===== src/rtl/mem_stage_if.sv =====
// Data-memory bus between the memory stage (master) and the data memory (slave).
// The request side follows a req/gnt handshake, and the read side returns data with rvalid.
interface mem_stage_if #(
   parameter int ADDR_WIDTH = 32,
   parameter int DATA_WIDTH = 32
);
   logic                      dmem_req;
   logic                      dmem_we;
   logic [ADDR_WIDTH-1:0]     dmem_addr;
   logic [DATA_WIDTH/8-1:0]   dmem_be;
   logic [DATA_WIDTH-1:0]     dmem_wdata;
   logic                      dmem_gnt;
   logic                      dmem_rvalid;
   logic [DATA_WIDTH-1:0]     dmem_rdata;

   modport master (
      output dmem_req, dmem_we, dmem_addr, dmem_be, dmem_wdata,
      input  dmem_gnt, dmem_rvalid, dmem_rdata
   );

   modport slave (
      input  dmem_req, dmem_we, dmem_addr, dmem_be, dmem_wdata,
      output dmem_gnt, dmem_rvalid, dmem_rdata
   );
endinterface


===== src/rtl/mem_stage.sv =====
// Memory stage: drives loads and stores onto the data-memory bus and holds the MEM/WB register.
// While an access is outstanding, stall freezes the upstream stages.
module mem_stage #(
   parameter int DATA_WIDTH = 32,
   parameter int ADDR_WIDTH = 32
) (
   input  logic                  clk,
   input  logic                  rst,
   input  logic                  in_valid,
   input  logic [DATA_WIDTH-1:0] opr_res,
   input  logic [DATA_WIDTH-1:0] opr_b,
   input  logic [4:0]            rd,
   input  logic [DATA_WIDTH-1:0] pc4,
   input  logic                  rf_en,
   input  logic                  dm_en,
   input  logic [1:0]            wb_sel,
   input  logic [2:0]            lsuop,
   mem_stage_if.master           dmem,
   output logic                  stall,
   output logic                  misalign,
   output logic                  wb_valid,
   output logic [4:0]            wb_rd,
   output logic                  wb_rf_en,
   output logic [DATA_WIDTH-1:0] wb_data
);
   typedef enum logic [1:0] {IDLE, REQ, WAIT} state_t;

   state_t                  state_reg, state_next;
   logic                    wb_valid_reg, wb_rf_en_reg, misalign_reg;
   logic [4:0]              wb_rd_reg;
   logic [DATA_WIDTH-1:0]   wb_data_reg, wb_data_next, load_data;
   logic [1:0]              a;
   logic                    is_store, is_load, is_mem, misaligned, mem_go;
   logic                    req, complete;
   logic [7:0]              rbyte [4];
   logic [15:0]             rhalf [2];

   assign a        = opr_res[1:0];
   assign is_store = dm_en;
   assign is_load  = ~dm_en & (wb_sel == 2'd2);
   assign is_mem   = in_valid & (is_store | is_load);
   assign mem_go   = is_mem & ~misaligned;

   always_comb begin
      case (lsuop[1:0])
         2'b00:   misaligned = 1'b0;
         2'b01:   misaligned = a[0];
         default: misaligned = (a != 2'b00);
      endcase
   end

   // State register
   always_ff @(posedge clk or posedge rst) begin
      if (rst) state_reg <= IDLE;
      else     state_reg <= state_next;
   end

   // Next-state logic
   always_comb begin
      state_next = state_reg;
      case (state_reg)
         IDLE: begin
            if (mem_go) begin
               if (!dmem.dmem_gnt) state_next = REQ;
               else if (is_load)   state_next = WAIT;
            end
         end
         REQ:     if (dmem.dmem_gnt)    state_next = is_load ? WAIT : IDLE;
         WAIT:    if (dmem.dmem_rvalid) state_next = IDLE;
         default: state_next = IDLE;
      endcase
   end

   // Output logic; misaligned and non-memory ops complete straight from IDLE
   always_comb begin
      req      = 1'b0;
      complete = 1'b0;
      case (state_reg)
         IDLE: begin
            req      = mem_go;
            complete = in_valid & (~mem_go | (is_store & dmem.dmem_gnt));
         end
         REQ: begin
            req      = 1'b1;
            complete = is_store & dmem.dmem_gnt;
         end
         WAIT:    complete = dmem.dmem_rvalid;
         default: ;
      endcase
   end

   // The completing cycle releases the pipeline, so it never stalls
   assign stall         = ~rst & ~complete & ((state_reg != IDLE) | mem_go);
   assign dmem.dmem_req  = req & ~rst;
   assign dmem.dmem_we   = is_store;
   assign dmem.dmem_addr = {opr_res[ADDR_WIDTH-1:2], 2'b00};

   always_comb begin
      case (lsuop[1:0])
         2'b00: begin
            dmem.dmem_be    = 4'b0001 << a;
            dmem.dmem_wdata = {4{opr_b[7:0]}};
         end
         2'b01: begin
            dmem.dmem_be    = 4'b0011 << a;
            dmem.dmem_wdata = {2{opr_b[15:0]}};
         end
         default: begin
            dmem.dmem_be    = 4'hF;
            dmem.dmem_wdata = opr_b;
         end
      endcase
   end

   genvar gi;
   generate
      for (gi = 0; gi < 4; gi++) begin : g_byte
         assign rbyte[gi] = dmem.dmem_rdata[8*gi +: 8];
      end
      for (gi = 0; gi < 2; gi++) begin : g_half
         assign rhalf[gi] = dmem.dmem_rdata[16*gi +: 16];
      end
   endgenerate

   always_comb begin
      case (lsuop)
         3'b000:  load_data = {{24{rbyte[a][7]}}, rbyte[a]};
         3'b100:  load_data = {24'd0, rbyte[a]};
         3'b001:  load_data = {{16{rhalf[a[1]][15]}}, rhalf[a[1]]};
         3'b101:  load_data = {16'd0, rhalf[a[1]]};
         default: load_data = dmem.dmem_rdata;
      endcase
   end

   always_comb begin
      case (wb_sel)
         2'd1:    wb_data_next = pc4;
         2'd2:    wb_data_next = load_data;
         default: wb_data_next = opr_res;
      endcase
   end

   always_ff @(posedge clk or posedge rst) begin
      if (rst) begin
         wb_valid_reg <= 1'b0;
         wb_rd_reg    <= '0;
         wb_rf_en_reg <= 1'b0;
         wb_data_reg  <= '0;
         misalign_reg <= 1'b0;
      end else begin
         wb_valid_reg <= complete;
         misalign_reg <= complete & is_mem & misaligned;
         if (complete) begin
            wb_rd_reg    <= rd;
            wb_rf_en_reg <= rf_en & ~(is_mem & misaligned);
            wb_data_reg  <= wb_data_next;
         end
      end
   end

   assign wb_valid = wb_valid_reg;
   assign wb_rd    = wb_rd_reg;
   assign wb_rf_en = wb_rf_en_reg;
   assign wb_data  = wb_data_reg;
   assign misalign = misalign_reg;
endmodule

===== src/flat_wrapper.sv =====
// flat-port wrapper written by rule: the top's interface ports become plain ports
module mem_stage_flat 
#(
   parameter int DATA_WIDTH = 32,
   parameter int ADDR_WIDTH = 32
)
  (clk, rst, in_valid, opr_res, opr_b, rd, pc4, rf_en, dm_en, wb_sel, lsuop, stall, misalign, wb_valid, wb_rd, wb_rf_en, wb_data, dmem_dmem_req, dmem_dmem_we, dmem_dmem_addr, dmem_dmem_be, dmem_dmem_wdata, dmem_dmem_gnt, dmem_dmem_rvalid, dmem_dmem_rdata);
  mem_stage_if #(.ADDR_WIDTH(ADDR_WIDTH), .DATA_WIDTH(DATA_WIDTH)) dmem_i ();
  input  logic clk;
  input  logic rst;
  input  logic in_valid;
  input  logic [DATA_WIDTH-1:0] opr_res;
  input  logic [DATA_WIDTH-1:0] opr_b;
  input  logic [4:0] rd;
  input  logic [DATA_WIDTH-1:0] pc4;
  input  logic rf_en;
  input  logic dm_en;
  input  logic [1:0] wb_sel;
  input  logic [2:0] lsuop;
  output logic stall;
  output logic misalign;
  output logic wb_valid;
  output logic [4:0] wb_rd;
  output logic wb_rf_en;
  output logic [DATA_WIDTH-1:0] wb_data;
  output wire logic [$bits(dmem_i.dmem_req)-1:0] dmem_dmem_req;
  output wire logic [$bits(dmem_i.dmem_we)-1:0] dmem_dmem_we;
  output wire logic [$bits(dmem_i.dmem_addr)-1:0] dmem_dmem_addr;
  output wire logic [$bits(dmem_i.dmem_be)-1:0] dmem_dmem_be;
  output wire logic [$bits(dmem_i.dmem_wdata)-1:0] dmem_dmem_wdata;
  input wire logic [$bits(dmem_i.dmem_gnt)-1:0] dmem_dmem_gnt;
  input wire logic [$bits(dmem_i.dmem_rvalid)-1:0] dmem_dmem_rvalid;
  input wire logic [$bits(dmem_i.dmem_rdata)-1:0] dmem_dmem_rdata;
  assign dmem_dmem_req = dmem_i.dmem_req;
  assign dmem_dmem_we = dmem_i.dmem_we;
  assign dmem_dmem_addr = dmem_i.dmem_addr;
  assign dmem_dmem_be = dmem_i.dmem_be;
  assign dmem_dmem_wdata = dmem_i.dmem_wdata;
  assign dmem_i.dmem_gnt = dmem_dmem_gnt;
  assign dmem_i.dmem_rvalid = dmem_dmem_rvalid;
  assign dmem_i.dmem_rdata = dmem_dmem_rdata;
  mem_stage #(.DATA_WIDTH(DATA_WIDTH), .ADDR_WIDTH(ADDR_WIDTH)) u_core (.clk(clk), .rst(rst), .in_valid(in_valid), .opr_res(opr_res), .opr_b(opr_b), .rd(rd), .pc4(pc4), .rf_en(rf_en), .dm_en(dm_en), .wb_sel(wb_sel), .lsuop(lsuop), .dmem(dmem_i), .stall(stall), .misalign(misalign), .wb_valid(wb_valid), .wb_rd(wb_rd), .wb_rf_en(wb_rf_en), .wb_data(wb_data));
endmodule

===== config.mk =====
export PLATFORM = sky130hd
export DESIGN_NAME = mem_stage_flat
export DESIGN_NICKNAME = d
export VERILOG_FILES = /design/src/rtl/mem_stage_if.sv /design/src/rtl/mem_stage.sv /design/src/flat_wrapper.sv
export SDC_FILE = /design/constraint.sdc
export NUM_CORES = 1
export LEC_CHECK = 0
export BUFFER_PORTS_ARGS = -buffer_cell sky130_fd_sc_hd__buf_2
export CAP_MARGIN = 20
export CORE_MARGIN = 1
export CORE_UTILIZATION = 45
export DETAILED_ROUTE_END_ITERATION = 8
export GPL_TIMING_DRIVEN = 0
export PLACE_DENSITY = 0.92
export SLEW_MARGIN = 20
export SYNTH_ARGS = -nofsm -noshare
export SYNTH_HDL_FRONTEND = slang
export SYNTH_SLANG_ARGS = --single-unit

===== constraint.sdc =====
create_clock -name clk -period 1.7 [get_ports clk]
set_clock_uncertainty 0.05 [all_clocks]
set_input_delay 0.085 -clock clk [delete_from_list [all_inputs] [get_ports clk]]
set_output_delay 0.085 -clock clk [all_outputs]
set_load 0.01 [all_outputs]

=== Yosys cells after proc, flatten, opt, wreduce, memory -nomap -nowiden ===
Index checks and enable logic that the tools add are counted.

* Bits in registers: 42
* Input port bits: 145

* Reduce and logical (&&, ||, !) cells: 6
* Magnitude comparators: 2
* Equality and inequality tests: 12
* Bitwise gates (word level): 23
* Mux-type cells: 20
* Shift operators: 2

{| class="wikitable"
|+ Operators by type and width
! operator !! number
|-
| 32-bit one-hot mux with 2 select lines || 2
|-
| 32-bit one-hot mux with 4 select lines || 1
|-
| 16-bit two-way mux || 3
|-
| 8-bit binary-select mux with 2-bit select || 1
|-
| 8-bit two-way mux || 2
|-
| 1-bit bitwise AND || 12
|-
| 2-bit two-way mux || 6
|-
| 4-bit one-hot mux with 2 select lines || 1
|-
| 2-bit by 1-bit == test with 1-bit output, second input constant || 3
|-
| 3-bit == test, second input constant || 2
|-
| 1-bit inverter || 6
|-
| 2-bit one-hot mux with 3 select lines || 1
|-
| 2-bit == test, second input constant || 2
|-
| 2-bit logical NOT || 2
|-
| 2-bit inequality test, second input constant || 2
|-
| 1-bit one-hot mux with 2 select lines || 2
|-
| 4-bit AND reduction || 1
|-
| 2-bit nonzero test || 2
|-
| 1-bit by 2-bit << shifter with 4-bit output, first input constant || 1
|-
| 2-bit by 2-bit << shifter with 4-bit output, first input constant || 1
|-
| 3-bit by 1-bit == test with 1-bit output, second input constant || 1
|-
| 3-bit greater-or-equal comparator, second input constant || 1
|-
| 3-bit logical NOT || 1
|-
| 3-bit by 2-bit inequality test with 1-bit output, second input constant || 1
|-
| 6 further kinds || 8
|}

=== Depth between registers and ports, before layout ===
Gate-level depths: netlist (run 1).

* Word-level depth: 12
* Mapped depth: 9
* Depth with buffers taken out: 7

=== Worst setup path after synthesis (run 1) ===
No wires, ideal clock.

* Path type: input to register
* Start: input port wb_sel[0]
* End: register u_core.wb_data_reg[3] (netlist: u_core.wb_data[3])
* Data arrival time: 1.381 ns
* Slack: 0.141 ns
* Stages: 6
* Cell sequence: inv_1 -> ha_1 -> buf_2 -> a221o_1 -> o31a_1 -> mux2_1

* Longest elaborated chain between the ends: 9
* Elaborated cells on any way between the ends: 11

{| class="wikitable"
|+ RTL lines
! item !! RTL line !! source
|-
| start, declared || flat_wrapper.sv:18 || <nowiki>input logic [1:0] wb_sel;</nowiki>
|-
| 2-bit == test || mem_stage.sv:40, mem_stage.sv:136 ||
|-
| 1-bit bitwise AND || mem_stage.sv:40 || <nowiki>assign is_load = ~dm_en & (wb_sel == 2'd2);</nowiki>
|-
| 1-bit bitwise OR || mem_stage.sv:41 || <nowiki>assign is_mem = in_valid & (is_store | is_load);</nowiki>
|-
| 1-bit bitwise AND || mem_stage.sv:41 ||
|-
| 1-bit bitwise AND || mem_stage.sv:42 || <nowiki>assign mem_go = is_mem & ~misaligned;</nowiki>
|-
| 1-bit inverter || mem_stage.sv:81 || <nowiki>complete = in_valid & (~mem_go | (is_store & dmem.dmem_gnt));</nowiki>
|-
| 1-bit bitwise OR || mem_stage.sv:81 ||
|-
| 1-bit bitwise AND || mem_stage.sv:81 ||
|-
| 1-bit one-hot mux with 3 select lines || mem_stage.sv:78 || <nowiki>case (state_reg)</nowiki>
|-
| end signal, assigned || mem_stage.sv:156 || <nowiki>wb_data_reg <= wb_data_next;</nowiki>
|-
| end, declared || mem_stage.sv:31 || <nowiki>logic [DATA_WIDTH-1:0] wb_data_reg, wb_data_next, load_data;</nowiki>
|}

Several ways; a longest one is shown, not always the timed one.
A chain may end at the register's enable or synchronous reset.

=== Final worst setup path (run 1) ===
* Start: register u_core.state_reg[0]
* End: register u_core.wb_rd_reg[1] (netlist: u_core.wb_rd[1])

* Longest elaborated chain between the ends: 2
* Elaborated cells on any way between the ends: 4

{| class="wikitable"
|+ RTL lines
! item !! RTL line !! source
|-
| start, declared || mem_stage.sv:28 || <nowiki>state_t state_reg, state_next;</nowiki>
|-
| start signal, assigned || mem_stage.sv:55 || <nowiki>else state_reg <= state_next;</nowiki>
|-
| 2-bit == test, or another cell as far along || mem_stage.sv:78 ||
|-
| 1-bit one-hot mux with 3 select lines (*) || mem_stage.sv:78 ||
|-
| end signal, assigned || mem_stage.sv:154 || <nowiki>wb_rd_reg <= rd;</nowiki>
|-
| end, declared || mem_stage.sv:30 || <nowiki>logic [4:0] wb_rd_reg;</nowiki>
|}

Every way passes the cells marked *; elsewhere a longest branch is shown, timed or not.

==> results of run 1 <==
synthesized netlist by cell type (6+ instances only):
| master | count | area (um^2) |
|---|---|---|
| mux2_1 | 9 | 101 |
| a21oi_1 | 35 | 175 |
| o31ai_1 | 16 | 120 |
| and3b_1 | 8 | 70.1 |
| nor2b_1 | 19 | 119 |
| dfrtp_1 | 42 | 1050 |
| a311oi_1 | 18 | 158 |
| o21ai_0 | 30 | 150 |
| inv_1 | 44 | 165 |
| o41ai_1 | 6 | 52.6 |
| buf_2 | 12 | 60.1 |
| mux2_2 | 26 | 293 |
| nand2_1 | 39 | 146 |
| buf_4 | 41 | 308 |
| nor2_1 | 13 | 48.8 |
| mux2i_1 | 38 | 380 |
| clkbuf_1 | 23 | 86.3 |
| nand2b_1 | 14 | 87.6 |
| a211oi_1 | 16 | 120 |
where the power goes:
group	switching, uW	internal, uW	leakage (uW)
combinational	1050	900	0.00255
clock	398	291	0.0000452
sequential	114	1230	0.000520
layer usage:
| metal | vias up | share of wire (%) | track usage [%] |
|---|---|---|---|
| li1 | 2361 | - | - |
| met1 | 2373 | 42 | 41.9 |
| met2 | 272 | 47 | 52.3 |
| met3 | 36 | 7.9 | 4.61 |
| met4 | 0 | 2.8 | 9.76 |
| met5 | - | 0 | 0 |
critical path, stage by stage (launching register included):
cell and delay [ps]:
dfrtp_1 420, nand2b_1 190, o22ai_2 210, a31oi_2 80
inv_2 110, buf_6 180, mux2_1 340
metrics by stage:
step / util (%) / total power [uW] / worst slack [ps]
6_report: 64.6 / 3990 / -1.04
3_5_place_dp: 61.8 / 3250 / -369
2_1_floorplan: - / 2440 / 141
4_1_cts: 64.2 / 3960 / 3.86
3_3_place_gp: 61.6 / 3190 / -431
5_1_grt: 64.6 / 4220 / -69.5
cell type report:
class	count	area (um^2)	share of cell area, %
multi-input cells	345	2500	42.3
well taps	111	139	2.35
flip-flops and latches	42	1050	17.8
clock buffers	6	72.6	1.23
inverters	46	173	2.92
plain buffers	83	557	9.41
clock inverters	2	13.8	0.233
repair buffers	266	1410	23.8
kinds of logic (layout without fill, tap and decap cells):
| kind of cell | after synthesis | after routing |
|---|---|---|
| AOI/OAI and AO/OA | 151 | 151 |
| adders and majority gates | 2 | 2 |
| buffers and inverters | 130 | 403 |
| DFF | 42 | 42 |
| muxes | 73 | 73 |
| other | 1 | 2 |
| and+or+nand+nor | 117 | 117 |
how the worst max path moves through the flow:
stage / slack (ps) / endpoint / depth (start not counted)
after floorplan: 140 / u_core.wb_data[3] / 6
after global placement: -430 / stall / 4
after detailed placement: -370 / u_core.wb_data[27] / 9
after CTS: 4 / u_core.wb_data[21] / 7
after global routing: -70 / u_core.wb_rd[3] / 6
final: -1 / u_core.wb_rd[1] / 6
cells in the final DEF (no fill, tap or decap), types with 3 or more instances in the layout:
cell             n
clkbuf_2         7
nand2_1         39
clkbuf_8         5
a211oi_1        16
mux2_2          26
o32ai_1          5
mux2i_1         38
clkbuf_4         3
a311oi_1        18
o21ai_0         30
clkbuf_1        13
nand3b_1         5
o31ai_1         16
nor2b_1         19
a21oi_1         35
buf_4           44
nand2b_1        14
and3b_1          8
nor2_1          13
a221oi_1         3
buf_2          266
nor3_1           4
buf_6            3
inv_1           43
dfrtp_1         42
mux2_1           9
o41ai_1          6
dlygate4sd3_1   10
repair_timing:
action,CTS,global route
endpoints found under the setup margin,53,57
pin swaps,0,1
hold endpoints to repair,23,0
buffers inserted,0,2
gates resized for setup,13,16
hold buffers,11,0
==> results.yml, run 1 <==
detailed_routing:
  drt-total-wl_um: 16000
  wl_per_cell_um: 17.8
  drc: 0
  ant_nets: 0
  first_pass_iters: 8
  num_vias: 5042
  vias_per_cell: 5.60
  drt_iter0_markers: 244
die:
  dieArea_um2: 9790
  core_um2: 9150
  initial_core_util_pct: 46.2
  die_w_um: 99.0
  io_pins: 256
  num_rows: 35
  chipHeight_um: 99.0
setup_path:
  r2r_cells: 6
  worstSetupPathType: "reg2reg"
  endpoint_kind: "flop"
  startpoint: "u_core.state_reg[0]"
  regToRegStartpoint: "u_core.state_reg[0]"
  critPathMaxFanout: 10
  worst-r2r-setup-slack_ps: -1
  startpoint_type: "flop"
  r2r-end: "u_core.wb_rd[1]"
  required_ps: 1840
  crit_arrival_ps: 1840
layout:
  largest_reg_flops: 32
  design_area_um2: 5920
  drive_gt1_share_pct: 46.8
  nets: 936
  n_fill_cell: 847
  fin_cells: 901
  area_delta_synth_final_pct: 39.8
  diodes: 0
yosys:
  synth_warnings: 0
  synth-adder-area-share_pct: 0.592
  syn-mean-instance-area_um2: 8.20
  ys_seq_area_share_pct: 24.8
  synth_area_um2: 4230
  synth-main-ff-cell: "dfrtp_1"
  synth_compound_area_share_pct: 24.8
  yosysUniqueCellTypes: 57
  synth.area.mux_share_pct: 18.3
  synth_xor_area_share_pct: 0
  synthCells: 516
  ys_ff_latch: 42
  synth_edf_count: 0
  yosys.area_share.simple_pct: 15.0
  synth_top_family_by_area: "compound AO/OA/AOI/OAI gates"
  synthArstFlopShare_pct: 100
timing:
  setup_viol: 1
  rsz0062_at_grt: "true"
  period_share_pct: 100
  relSlewSlack_pct: 47.7
  max_freq_mhz: 588
  hold_viol: 0
  whs_ps: 1.52
  worstMarginPinSlew_ps: 785
  min_period_ps: 1700
  fin_setup_tns_ps: -1.04
  fin_ws_ps: -1.04
  maxSlewViolCount: 0
global_route:
  grt_pass1_wl_um: 24000
  grt_start_max_net_pins: 29
  grt_use_total_pct: 31.4
  grt_overflow: 0
  grt_pass1_vias: 4728
  antenna_found_initial: 0
clock_tree:
  cts-root-buf: "clkbuf_8"
  clkSinkCount: 42
  clk_pin_slew_worst_paths_ps: 90
  cts_buffers: 5
  cts_max_level: 2
  clockBufferDepth: 2
  cts_tree: "yes"
  clk_latency_ps: 300
placed_design:
  placed_area_um2: 5650
  hpwl_um: 12800
  placed_cells: 881
  place.gp.congestion: 0.948
  placement.io_buffers: 252
job:
  cap_violations: 0
min_path:
  hold_start: "dmem_dmem_gnt"
  hold_depth: 3
  hp-class: "in2reg"
  hold_end: "u_core.state_reg[1]"
outcome:
  status: "finished, violations left"
  violations: "negative setup slack"
pwr:
  ir_drop_mv: 0.410
  leakage_uw: 0.00312
  power_density_nw_per_um2: 674
No activity file was read; power rests on OpenSTA's default activity.
==> inputs of run 2 (changes only) <==
--- a/config.mk
+++ b/config.mk
@@ -11,7 +11,7 @@
 export CORE_UTILIZATION = 45
 export DETAILED_ROUTE_END_ITERATION = 8
 export GPL_TIMING_DRIVEN = 0
-export PLACE_DENSITY = 0.92
+export PLACE_DENSITY = 0.87
 export SLEW_MARGIN = 20
 export SYNTH_ARGS = -nofsm -noshare
 export SYNTH_HDL_FRONTEND = slang
==> run 2 against run 1 <==
Effect of this change:
- the flow still finishes with violations (negative setup slack)
- routed wire length is 4.9% higher
- global-route usage rose by 0.12 points
- first-iteration DRC count grew 41%
- sequential share of layout area shrank 0.42 points
- highest routed layer unchanged
- worst setup slack lost 91 ps
- total power rose by 2.9%
- design area increased by 2.7%
==> results.yml, run 2 (same netlist as run 1, synthesis figures left out) <==
placed_design:
  placement.io_buffers: 252
  hpwl_um: 12600
  place.gp.congestion: 0.892
die:
  io_pins: 256
  initial_core_util_pct: 46.2
  core_um2: 9150
  dieArea_um2: 9790
  chipHeight_um: 99.0
  die_w_um: 99.0
  num_rows: 35
min_path:
  hp-class: "in2reg"
detailed_routing:
  drc: 0
  first_pass_iters: 6
  num_vias: 5139
  ant_nets: 0
  vias_per_cell: 5.68
  drt-total-wl_um: 16800
  wl_per_cell_um: 18.6
  drt_iter0_markers: 343
layout:
  final_cell_mix: "buf_2, buf_4, inv_1"
  diodes: 0
  area_delta_synth_final_pct: 43.6
  n_fill_cell: 783
  layout_commonest_cell: "buf_2"
  drive_gt1_share_pct: 48.9
  nets: 940
  largest_reg_flops: 32
clock_tree:
  clk_latency_ps: 310
  cts_max_level: 2
  clk_pin_slew_worst_paths_ps: 90
  clkSinkCount: 42
  cts-root-buf: "clkbuf_8"
  clockBufferDepth: 2
  cts_buffers: 5
  cts_tree: "yes"
setup_path:
  required_ps: 1560
  crit_arrival_ps: 1660
  critPathMaxFanout: 5
  crit_chain: "nand2b_4, o22ai_4, a31oi_4, o311a_1, buf_2"
  path_buf_inv: 1
  startpoint_type: "flop"
  worstSetupPathType: "reg2out"
  endpoint_kind: "output port"
  crit_family: "compound AO/OA/AOI/OAI gates"
  cp_slowest_cell: "dfrtp_2"
  cp_slowest_stage_delay_ps: 440
global_route:
  grt_use_total_pct: 31.5
  grt_pass1_vias: 4698
  antenna_found_initial: 0
  grt_start_max_net_pins: 24
  grt_pass1_wl_um: 23900
  grt_overflow: 0
timing:
  fin_setup_tns_ps: -844
  period_share_pct: 105
  hold_viol: 0
  maxSlewViolCount: 0
  relSlewSlack_pct: 62.9
  fin_ws_ps: -92.0
  rsz0062_at_grt: "true"
  min_period_ps: 1790
  setup_viol: 24
  max_freq_mhz: 558
  worstMarginPinSlew_ps: 556
pwr:
  power.total_uw: 4110
  ir_drop_mv: 0.360
  leakage_uw: 0.00319
  power_density_nw_per_um2: 676
job:
  cap_violations: 0
outcome:
  status: "finished, violations left"
  violations: "negative setup slack"
-- run 2: through the flow --
step / hold slack (ps) / setup WS (ps) / utilization, % / instance area (um^2) / instances
global route: 37.9 / -139 / 66.4 / 6070 / 905
finish: 36.8 / -92.0 / 66.4 / 6070 / 905
CTS: 34.2 / 2.24 / 64.2 / 5880 / 899
global placement: 224 / -394 / 61.6 / 5630 / 880
detailed placement: 114 / -355 / 61.9 / 5660 / 881
floorplan: 101 / 141 / - / 4230 / 517
-- run 2: report_power, final --
| group | internal [uW] | total, uW | switching, uW |
|---|---|---|---|
| Sequential | 1230 | 1350 | 119 |
| Combinational | 991 | 2080 | 1090 |
| Clock | 291 | 677 | 386 |
| Total | 2510 | 4110 | 1590 |
-- run 2: layout make-up --
cell class              count  area, um^2  area share [%]
plain buffers              83         562            9.25
clock buffers               6        72.6            1.19
clock inverters             2        13.8           0.227
inverters                  46         180            2.97
multi-input cells         345        2560            42.1
flip-flops and latches     42        1050            17.3
well taps                 111         139            2.29
repair buffers            270        1490            24.6
-- run 2: worst paths after layout --
| kind | from | to | slack [ps] | cells after the start |
|---|---|---|---|---|
| min in group asynchronous | rst | u_core.state_reg[0] | 290 | 3 |
| setup reg to reg | u_core.state_reg[0] | u_core.wb_rf_en | -60 | 7 |
| max in group asynchronous | rst | u_core.wb_data[16] | 880 | 4 |
| hold / removal | dmem_dmem_gnt | u_core.state_reg[1] | 40 | 3 |
| setup / recovery | u_core.state_reg[0] | stall | -90 | 5 |
| hold reg to reg | u_core.wb_data[18] | u_core.wb_data[18] | 470 | 2 |
-- run 2: routing by layer --
| layer | global-route usage, % | wire, um | vias to the layer above |
|---|---|---|---|
| li1 | - | - | 2367 |
| met1 | 41.6 | 6900 | 2354 |
| met2 | 51.1 | 7740 | 357 |
| met3 | 4.89 | 1520 | 61 |
| met4 | 13.5 | 646 | 0 |
| met5 | 0 | 0 | - |
-- run 2: repair_timing --
item / CTS / global route
hold endpoints to repair: 29 / 0
gates resized for setup: 10 / 39
cloned: 0 / 3
pin swaps: 0 / 1
buffers inserted: 0 / 4
setup endpoints to repair: 55 / 48
hold buffers: 10 / 0
-- run 2: tightest hold or removal path: cells and delay by family --
family	cells	cell delay (ps)
compound gates	1	80
buf+inv	1	120
simple gates	1	80
